--- src/rtl/dec_to_frac_if.sv ---
// Request/result bundle for dec_to_frac: start strobe, seven BCD digits in,
// binary fraction with busy/done/error status out.
interface dec_to_frac_if #(
  parameter int width_z = 18
);
  localparam int FW = width_z - 3;

  logic          iStart;
  logic [3:0]    d0;
  logic [3:0]    d1;
  logic [3:0]    d2;
  logic [3:0]    d3;
  logic [3:0]    d4;
  logic [3:0]    d5;
  logic [3:0]    d6;
  logic [FW-1:0] oZ;
  logic          oBusy;
  logic          oDone;
  logic          oErr;

  modport master (
    output iStart, d0, d1, d2, d3, d4, d5, d6,
    input  oZ, oBusy, oDone, oErr
  );

  modport slave (
    input  iStart, d0, d1, d2, d3, d4, d5, d6,
    output oZ, oBusy, oDone, oErr
  );
endinterface

--- src/rtl/dec_to_frac.sv ---
// BCD fraction 0.d0..d6 to unsigned binary fraction by Horner evaluation with a
// bit-serial restoring divide by ten. Optional rounding: DEC_TO_FRAC_ROUND_EN.
module dec_to_frac #(
  parameter int width_z  = 18,
  parameter int width_xy = 18
) (
  input logic           iCLK,
  input logic           iRST_N,
  dec_to_frac_if.slave  bus
);
  localparam int FW = width_z - 3;
  localparam int NW = FW + 4;
  localparam int CW = $clog2(NW);

  if (width_xy < 2 || width_z < 5) begin : g_param_chk
    $error("dec_to_frac: width_z must be >= 5 and width_xy >= 2");
  end

  typedef enum logic [1:0] {
    S_IDLE = 2'd0,
    S_LOAD = 2'd1,
    S_DIV  = 2'd2,
    S_DONE = 2'd3
  } state_t;

  state_t        r_state;
  logic [27:0]   r_dig;
  logic [FW-1:0] r_acc;
  logic [2:0]    r_k;
  logic [NW-1:0] r_num;
  logic [3:0]    r_rem;
  logic [CW-1:0] r_cnt;
  logic          r_err_pend;
  logic [FW-1:0] r_z;
  logic          r_busy;
  logic          r_done;
  logic          r_err;

  logic          w_in_bad;
  logic [3:0]    w_digit;
  logic [4:0]    w_trial;
  logic          w_ge;
  logic [3:0]    w_rem_nxt;
  logic [FW-1:0] w_quo;
  logic [FW-1:0] w_acc_nxt;

  function automatic logic [3:0] dig_sel(input logic [27:0] dig, input logic [2:0] k);
    logic [3:0] d;
    case (k)
      3'd0:    d = dig[27:24];
      3'd1:    d = dig[23:20];
      3'd2:    d = dig[19:16];
      3'd3:    d = dig[15:12];
      3'd4:    d = dig[11:8];
      3'd5:    d = dig[7:4];
      3'd6:    d = dig[3:0];
      default: d = 4'd0;
    endcase
    return d;
  endfunction

  function automatic logic [FW-1:0] sat_inc(input logic [FW-1:0] q);
    logic [FW-1:0] r;
    if (&q) begin
      r = q;
    end else begin
      r = q + FW'(1);
    end
    return r;
  endfunction

  // Digit validity at the sampling edge, current digit and one divide step.
  always_comb begin
    w_in_bad  = (bus.d0 > 4'd9) || (bus.d1 > 4'd9) || (bus.d2 > 4'd9) ||
                (bus.d3 > 4'd9) || (bus.d4 > 4'd9) || (bus.d5 > 4'd9) ||
                (bus.d6 > 4'd9);
    w_digit   = dig_sel(r_dig, r_k);
    w_trial   = {r_rem, r_num[NW-1]};
    w_ge      = (w_trial >= 5'd10);
    w_rem_nxt = 4'd0;
    if (w_ge) begin
      w_rem_nxt = 4'(w_trial - 5'd10);
    end else begin
      w_rem_nxt = w_trial[3:0];
    end
    // Quotient bits accumulate at the bottom of r_num; only the low FW survive.
    w_quo     = {r_num[FW-2:0], w_ge};
`ifdef DEC_TO_FRAC_ROUND_EN
    if (w_rem_nxt >= 4'd5) begin
      w_acc_nxt = sat_inc(w_quo);
    end else begin
      w_acc_nxt = w_quo;
    end
`else
    w_acc_nxt = w_quo;
`endif
  end

  // Control FSM, datapath registers and registered outputs.
  always_ff @(posedge iCLK or negedge iRST_N) begin
    if (!iRST_N) begin
      r_state    <= S_IDLE;
      r_dig      <= 28'd0;
      r_acc      <= '0;
      r_k        <= 3'd6;
      r_num      <= '0;
      r_rem      <= 4'd0;
      r_cnt      <= '0;
      r_err_pend <= 1'b0;
      r_z        <= '0;
      r_busy     <= 1'b0;
      r_done     <= 1'b0;
      r_err      <= 1'b0;
    end else begin
      r_done <= 1'b0;
      case (r_state)
        S_IDLE: begin
          // A start coinciding with the done pulse is dropped.
          if (bus.iStart && !r_done) begin
            r_dig  <= {bus.d0, bus.d1, bus.d2, bus.d3, bus.d4, bus.d5, bus.d6};
            r_busy <= 1'b1;
            if (w_in_bad) begin
              r_err_pend <= 1'b1;
              r_state    <= S_DONE;
            end else begin
              r_err_pend <= 1'b0;
              r_acc      <= '0;
              r_k        <= 3'd6;
              r_state    <= S_LOAD;
            end
          end else begin
            r_state <= S_IDLE;
          end
        end
        S_LOAD: begin
          r_num   <= {w_digit, {FW{1'b0}}} + {4'd0, r_acc};
          r_rem   <= 4'd0;
          r_cnt   <= '0;
          r_state <= S_DIV;
        end
        S_DIV: begin
          r_num <= {r_num[NW-2:0], w_ge};
          r_rem <= w_rem_nxt;
          r_cnt <= r_cnt + CW'(1);
          if (r_cnt == CW'(NW - 1)) begin
            r_acc <= w_acc_nxt;
            if (r_k == 3'd0) begin
              r_state <= S_DONE;
            end else begin
              r_k     <= r_k - 3'd1;
              r_state <= S_LOAD;
            end
          end else begin
            r_state <= S_DIV;
          end
        end
        S_DONE: begin
          if (!r_err_pend) begin
            r_z <= r_acc;
          end else begin
            r_z <= r_z;
          end
          r_err   <= r_err_pend;
          r_done  <= 1'b1;
          r_busy  <= 1'b0;
          r_state <= S_IDLE;
        end
        default: begin
          r_busy  <= 1'b0;
          r_state <= S_IDLE;
        end
      endcase
    end
  end

  assign bus.oZ    = r_z;
  assign bus.oBusy = r_busy;
  assign bus.oDone = r_done;
  assign bus.oErr  = r_err;

endmodule

--- src/flat_wrapper.sv ---
// flat-port wrapper written by rule: the top's interface ports become plain ports
module dec_to_frac_flat 
#(
  parameter int width_z  = 18,
  parameter int width_xy = 18
)
  (iCLK, iRST_N, bus_iStart, bus_d0, bus_d1, bus_d2, bus_d3, bus_d4, bus_d5, bus_d6, bus_oZ, bus_oBusy, bus_oDone, bus_oErr);
  dec_to_frac_if #(.width_z(width_z)) bus_i ();
  input logic iCLK;
  input logic iRST_N;
  input wire logic [$bits(bus_i.iStart)-1:0] bus_iStart;
  input wire logic [$bits(bus_i.d0)-1:0] bus_d0;
  input wire logic [$bits(bus_i.d1)-1:0] bus_d1;
  input wire logic [$bits(bus_i.d2)-1:0] bus_d2;
  input wire logic [$bits(bus_i.d3)-1:0] bus_d3;
  input wire logic [$bits(bus_i.d4)-1:0] bus_d4;
  input wire logic [$bits(bus_i.d5)-1:0] bus_d5;
  input wire logic [$bits(bus_i.d6)-1:0] bus_d6;
  output wire logic [$bits(bus_i.oZ)-1:0] bus_oZ;
  output wire logic [$bits(bus_i.oBusy)-1:0] bus_oBusy;
  output wire logic [$bits(bus_i.oDone)-1:0] bus_oDone;
  output wire logic [$bits(bus_i.oErr)-1:0] bus_oErr;
  assign bus_i.iStart = bus_iStart;
  assign bus_i.d0 = bus_d0;
  assign bus_i.d1 = bus_d1;
  assign bus_i.d2 = bus_d2;
  assign bus_i.d3 = bus_d3;
  assign bus_i.d4 = bus_d4;
  assign bus_i.d5 = bus_d5;
  assign bus_i.d6 = bus_d6;
  assign bus_oZ = bus_i.oZ;
  assign bus_oBusy = bus_i.oBusy;
  assign bus_oDone = bus_i.oDone;
  assign bus_oErr = bus_i.oErr;
  dec_to_frac #(.width_z(width_z), .width_xy(width_xy)) u_core (.iCLK(iCLK), .iRST_N(iRST_N), .bus(bus_i));
endmodule
--- config.mk ---
export PLATFORM = sky130hd
export DESIGN_NAME = dec_to_frac_flat
export DESIGN_NICKNAME = d
export VERILOG_FILES = /design/src/rtl/dec_to_frac_if.sv /design/src/rtl/dec_to_frac.sv /design/src/flat_wrapper.sv
export SDC_FILE = /design/constraint.sdc
export NUM_CORES = 1
export LEC_CHECK = 0
export CORE_AREA = 5 5 94 96
export CTS_CLUSTER_SIZE = 24
export DETAILED_ROUTE_END_ITERATION = 7
export DIE_AREA = 0 0 99 101
export GPL_TIMING_DRIVEN = 0
export PLACE_DENSITY = 0.83
export REMOVE_ABC_BUFFERS = 1
export SKIP_CTS_REPAIR_TIMING = 1
export SYNTH_ARGS = -nofsm -noshare
export SYNTH_HDL_FRONTEND = slang
export SYNTH_SLANG_ARGS = --single-unit
--- constraint.sdc ---
create_clock -name iCLK -period 2.78 [get_ports iCLK]
set_clock_uncertainty 0.1 [all_clocks]
set_input_delay 0.556 -clock iCLK [delete_from_list [all_inputs] [get_ports iCLK]]
set_output_delay 0.556 -clock iCLK [all_outputs]
set_load 0.03 [all_outputs]
==> reports/qor.yml, run 1 <==
wirelength_um: 8350
max_slew.worst_pin.slew_ns: 0.852
horiz_die_dim_um: 99
cts.sinks: 95
synthesis.yosys.warnings: 0
synthesis.area_per_instance_um2: 12.2
port_buffers: 48
count_of_endpoints_failing_hold_in_the_final_timing_report: 0
place.detailed.hpwl_um: 5620
antenna_left: 0
share_of_the_clock_period_used_by_the_worst_path_after_layout_pct: 88.1
clockRootBuffer: "clkbuf_8"
hold_class: "reg -> reg"
ir_drop_worst_case_vdd_mv: 0.393
drtPass1Iterations: 4
cp-end-kind: "flip-flop"
initial_utilization_pct: 54.0
power.total_mw: 5.03
path_cells: "inv_1 -> ha_2 -> nor2b_1 -> o21ai_2 -> a22o_2"
cpMaxStageDelayCell: "ha_2"
clock_latency_of_the_later_clocked_register_in_the_worst_skew_pair_ns: 0.37
maxSlewHeadroom_pct: 43.1
grt_pass1_wl_um: 14800
setup-violations-final: 0
clock.fmax_ghz: 0.408
cts_buffers: 9
top_level_ports: 49
global_route.usage.total_pct: 18.4
ys_types: 42
synth_area_leaders: "dfrtp_1 (54%), mux2_2 (13%), ha_1 (3.5%)"
dp.cells: 487
hold_path_depth: 1
clock_tree.htree_level_count: 3
antenna_found_initial: 0
final_cell_count_no_fill: 504
via_count: 2859
chipHeight_um: 101
fillCellCount: 590
drt_drc_violations_left: 0
first_global_vias: 2991
ys_seq_area_share_pct: 55.3
placement.cell_area_mm2: 0.00486
area_growth_pct: 18.3
timing.critical_path.from_type: "flip-flop"
reg2reg_depth: 5
yosysTopAreaCell: "dfrtp_1"
mappedNetlistArea_mm2: 0.00430
finalNetCount: 437
crit_path_max_incr_delay_ns: 0.74
p_leak_nw: 2.25
crit_cells: 5
postLayoutSetupSlackWorst_ns: 0.330
cp_data_required_time_ns: 2.99
global_route.overflow_total: 0
final_common_cell: "dfrtp_1"
crit_type: "reg -> reg"
final_cell_area_mm2: 0.00509
timing.critical_path.max_delay_family: "compound AO/OA/AOI/OAI gates"
grt_start_max_net_pins: 76
cts_buffer_depth: 2
layout.core_utilization_pct: 63.9
run_status: "finished, final reports clean"
antenna_cells_inserted: 0
finalWorstPathRequiredPeriod_ns: 2.45
power_density_over_cell_area_mw_per_mm2: 987
avgViaCountPerCell: 5.67
place_worst_setup_slack_ns: 0.154
cap_violations: 0
drt_iter0_drc: 210
core_area_mm2: 0.00797
routed_wire_length_per_instance_um: 16.6
worst-path-max-fanout: 34
rsz0062_at_grt: "false"
place_congestion: 0.779
most-common-layout-cells: "dfrtp_1 (93), mux2_2 (49), clkdlybuf4s50_1 (47), a21oi_1 (27), nor2_1 (21)"
synth_top_area_share_pct: 54.1
post_syn_instances: 352
fp.dieArea_mm2: 0.0100
cts_tree: "done"
final_max_slew_viol_count: 0
placement_rows: 33
timing.critical_path.arrival_ns: 2.66
post_route_cells_drive_above_1_share_pct: 22.1
timing.critical_path.buf_inv: 1
clk_transition_reported_paths_ns: 0.09
ys_ff_latch: 95
sequential cells by signal, summed over array words and instances (netlist names), 2 cells and up:
| name | cells |
|---|---|
| u_core.r_acc | 15 |
| u_core.r_state | 2 |
| u_core.bus.oZ | 15 |
| u_core.r_k | 3 |
| u_core.r_num | 19 |
| u_core.r_dig | 28 |
| u_core.r_rem | 4 |
| u_core.r_cnt | 5 |
worst reg2reg max path, stage by stage (launching register included):
cell and delay, ns:
dfrtp_1 0.42, inv_1 0.10, ha_2 0.74, nor2b_1 0.17, o21ai_2 0.61, a22o_2 0.26
Yosys cell counts (all sizes together):
master / count
nand3b: 2
and4bb: 1
clkbuf: 13
ha: 12
dfstp: 2
nor3: 6
nand2b: 4
o22ai: 3
a22o: 19
a22oi: 5
a31o: 1
nand3: 4
o21a: 1
o31ai: 3
mux2i: 15
dfrtp: 93
mux2: 49
buf: 7
inv: 14
o41ai: 2
a221o: 1
o41a: 1
nor2b: 1
xnor2: 1
a21oi: 27
nand2: 15
nor2: 22
o21ai: 18
nand4: 1
a221oi: 1
a21o: 1
a31oi: 3
o31a: 1
a222oi: 3
final timing paths:
check | end | slack [ns] | from
hold / removal | u_core.r_cnt[4]$_DFFE_PN0P_ | 0.40 | u_core.r_cnt[4]$_DFFE_PN0P_
min in group asynchronous | u_core.r_dig[27]$_DFFE_PN0P_ | 0.50 | iRST_N
hold reg to reg | u_core.r_cnt[4]$_DFFE_PN0P_ | 0.40 | u_core.r_cnt[4]$_DFFE_PN0P_
setup / recovery | u_core.r_acc[4]$_DFFE_PN0P_ | 0.33 | u_core.r_state[0]$_DFF_PN0_
max in group asynchronous | u_core.r_k[2]$_DFFE_PN1P_ | 1.41 | iRST_N
setup reg to reg | u_core.r_acc[4]$_DFFE_PN0P_ | 0.33 | u_core.r_state[0]$_DFF_PN0_
per-stage QoR:
| step | TNS, ns | hold WS (ns) |
|---|---|---|
| after floorplan | 0 | 0.160 |
| after global placement | -221.43 | 0.369 |
| after detailed placement | 0 | 0.366 |
| after CTS | 0 | -0.0452 |
| after global routing | 0 | 0.423 |
| final | 0 | 0.398 |
power breakdown:
group / leakage [nW] / switching [mW] / internal, mW
clock: 0.104 / 0.530 / 0.434
combinational: 0.945 / 1.07 / 0.884
sequential: 1.21 / 0.279 / 1.83
total: 2.25 / 1.87 / 3.15
routing by layer:
| metal | share of wire [%] | vias up | track usage [%] | wire length [um] |
|---|---|---|---|---|
| met5 | 0 | - | 0 | 0 |
| met4 | 1.6 | 0 | 7.04 | 132 |
| met3 | 5.0 | 13 | 4.71 | 415 |
| met2 | 48 | 70 | 28.5 | 3980 |
| met1 | 46 | 1420 | 25.1 | 3820 |
| li1 | - | 1356 | - | - |
final cells by class:
cell class / instances / area [um^2] / share of cell area (%)
tap: 105 / 131 / 2.58
timing repair buffer: 51 / 531 / 10.4
clock buffer: 9 / 124 / 2.43
clock inverter: 7 / 88.8 / 1.75
multi-input combinational: 223 / 1780 / 35.0
sequential: 95 / 2380 / 46.8
inverter: 14 / 52.6 / 1.03
cells by family (layout without fill, tap and decap cells):
family          after synthesis  after routing  synth area share (%)
compound gates               90             90                  14.8
fa+ha+maj                    12             12                  3.49
simple gates                 56             56                  6.49
flops                        95             95                  55.3
buf+inv                      34             81                  3.35
mux                          64             64                  16.3
xor+xnor                      1              1                 0.204
Power figures use the tool's default switching activity.
==> inputs of run 2 (changes only) <==
--- a/config.mk
+++ b/config.mk
@@ -5,13 +5,14 @@
 export SDC_FILE = /design/constraint.sdc
 export NUM_CORES = 1
 export LEC_CHECK = 0
-export CORE_AREA = 5 5 94 96
+export CORE_AREA = 2 2 91 93
 export CTS_CLUSTER_SIZE = 24
 export DETAILED_ROUTE_END_ITERATION = 7
-export DIE_AREA = 0 0 99 101
+export DIE_AREA = 0 0 93 95
 export GPL_TIMING_DRIVEN = 0
 export PLACE_DENSITY = 0.83
 export REMOVE_ABC_BUFFERS = 1
+export SETUP_SLACK_MARGIN = 0.02
 export SKIP_CTS_REPAIR_TIMING = 1
 export SYNTH_ARGS = -nofsm -noshare
 export SYNTH_HDL_FRONTEND = slang
==> reports/qor.yml, run 2 (same netlist as run 1, synthesis figures left out) <==
run_status: "finished, final reports clean"
crit_path_max_incr_delay_ns: 0.73  # about the same
cts.sinks: 95  # unchanged
global_route.overflow_total: 0  # unchanged
drtPass1Iterations: 4  # unchanged
max_ffs_per_register: 28  # unchanged
clockRootBuffer: "clkbuf_8"
place_congestion: 0.807  # +3.6%
cp_data_required_time_ns: 2.98  # about the same
cp-end-kind: "flip-flop"
clock.fmax_ghz: 0.414  # +1.4%
cpMaxStageDelayCell: "ha_2"
drt_iter0_drc: 200  # -4.8%
top_level_ports: 49  # unchanged
place.detailed.hpwl_um: 5690  # +1.3%
grt_start_max_net_pins: 53  # -30%
avgViaCountPerCell: 5.79  # +2.0%
core_area_mm2: 0.00793  # -0.52%
timing.critical_path.arrival_ns: 2.62  # -0.04 ns
reg_top3: "u_core.r_dig x28, u_core.r_num x19"
drt_drc_violations_left: 0  # unchanged
port_buffers: 48  # unchanged
fp.dieArea_mm2: 0.00884  # -12%
global_route.usage.total_pct: 21.1  # +2.7 points
chipHeight_um: 95  # -5.9%
first_global_vias: 2985  # -0.20%
share_of_the_clock_period_used_by_the_worst_path_after_layout_pct: 86.9  # -1.2 points
timing.critical_path.buf_inv: 1  # unchanged
final_common_cell: "dfrtp_1"
ir_drop_worst_case_vdd_mv: 0.429  # +9.1%
hold_class: "in -> async"
timing.critical_path.max_delay_family: "compound AO/OA/AOI/OAI gates"
cts_tree: "done"
worst-path-max-fanout: 34  # unchanged
placement.cell_area_mm2: 0.00485  # -0.31%
area_growth_pct: 17.4
maxSlewHeadroom_pct: 42.6  # -0.44 points
post_route_cells_drive_above_1_share_pct: 21.9  # -0.14 points
layout.core_utilization_pct: 63.7  # -0.17 points
antenna_found_initial: 0  # unchanged
p_leak_nw: 2.23  # -0.90%
cts_buffers: 9  # unchanged
final_max_slew_viol_count: 0  # unchanged
path_cells: "inv_1 -> ha_2 -> nor2b_1 -> o21ai_2 -> a22o_2"
max_slew.worst_pin.slew_ns: 0.861  # +0.00918 ns
antenna_left: 0  # unchanged
power_density_over_cell_area_mw_per_mm2: 971  # -1.7%
most-common-layout-cells: "dfrtp_1 (93), mux2_2 (49), clkdlybuf4s50_1 (47), a21oi_1 (27), nor2_1 (21)"
initial_utilization_pct: 54.3  # +0.28 points
grt_pass1_wl_um: 14500  # -1.8%
antenna_cells_inserted: 0  # unchanged
cap_violations: 0  # unchanged
finalNetCount: 436  # -0.23%
crit_type: "reg -> reg"
horiz_die_dim_um: 93  # -6.1%
setup-violations-final: 0  # unchanged
wirelength_um: 8600  # +3.0%
rsz0062_at_grt: "false"
routed_wire_length_per_instance_um: 17.1  # +3.4%
timing.critical_path.from_type: "flip-flop"
via_count: 2906  # +1.6%
clock_tree.htree_level_count: 3  # unchanged
placement_rows: 33  # unchanged
clk_transition_reported_paths_ns: 0.09  # about the same
clock_latency_of_the_later_clocked_register_in_the_worst_skew_pair_ns: 0.36  # about the same
count_of_endpoints_failing_hold_in_the_final_timing_report: 0  # unchanged
final_cell_area_mm2: 0.00505  # -0.79%
cts_buffer_depth: 2  # unchanged
largest_register: "u_core.r_dig"
fillCellCount: 608  # +3.1%
finalWorstPathRequiredPeriod_ns: 2.42  # -0.0339 ns
==> run 2: through the flow <==
step                setup slack [ns]  power (mW)  setup TNS [ns]  hold WS [ns]  std cells
detailed placement            -0.133        4.08           -3.39         0.375        486
floorplan                      0.434        3.52               0         0.160        332
CTS                           0.0268        4.90               0         0.116        501
finish                         0.364        4.90               0         0.104        502
global placement               -2.30        3.97         -220.77         0.365        485
global route                   0.168        5.24               0         0.131        502
==> run 2: routing by layer <==
metal | up-vias | part of all wire, % | GRT usage, %
li1 | 1362 | - | -
met1 | 1445 | 45 | 28.9
met2 | 84 | 48 | 33.5
met3 | 15 | 5.0 | 4.31
met4 | 0 | 1.7 | 8.09
met5 | - | 0 | 0
==> run 2: final timing paths <==
kind	start	endpoint	slack, ns	cells after the start
worst min-delay path	iRST_N	u_core.r_dig[25]$_DFFE_PN0P_	0.10	1
max in group asynchronous	iRST_N	u_core.r_k[2]$_DFFE_PN1P_	1.77	2
worst max register to register	u_core.r_state[0]$_DFF_PN0_	u_core.r_acc[5]$_DFFE_PN0P_	0.36	5
worst max-delay path	u_core.r_state[0]$_DFF_PN0_	u_core.r_acc[5]$_DFFE_PN0P_	0.36	5
min in group iCLK	u_core.r_cnt[4]$_DFFE_PN0P_	u_core.r_cnt[4]$_DFFE_PN0P_	0.39	1
worst min register to register	u_core.r_cnt[4]$_DFFE_PN0P_	u_core.r_cnt[4]$_DFFE_PN0P_	0.39	1
==> run 2: layout make-up <==
type / instances / area [um^2] / share of cell area (%)
Sequential cell: 95 / 2380 / 47.1
Clock buffer: 9 / 124 / 2.45
Clock inverter: 6 / 46.3 / 0.917
Inverter: 14 / 52.6 / 1.04
Tap cell: 105 / 131 / 2.60
Timing Repair Buffer: 50 / 533 / 10.6
Multi-Input combinational cell: 223 / 1780 / 35.3
==> run 2: where the power goes <==
part           internal [mW]  leakage [nW]  switching, mW
sequential              1.83          1.21          0.291
combinational          0.897         0.947           1.07
clock                  0.325        0.0817          0.486
==> run 2: worst reg2reg max path: stages (launching register included) <==
cell and delay, ns:
dfrtp_1 0.42, inv_1 0.09, ha_2 0.73, nor2b_1 0.16
o21ai_2 0.61, a22o_2 0.26
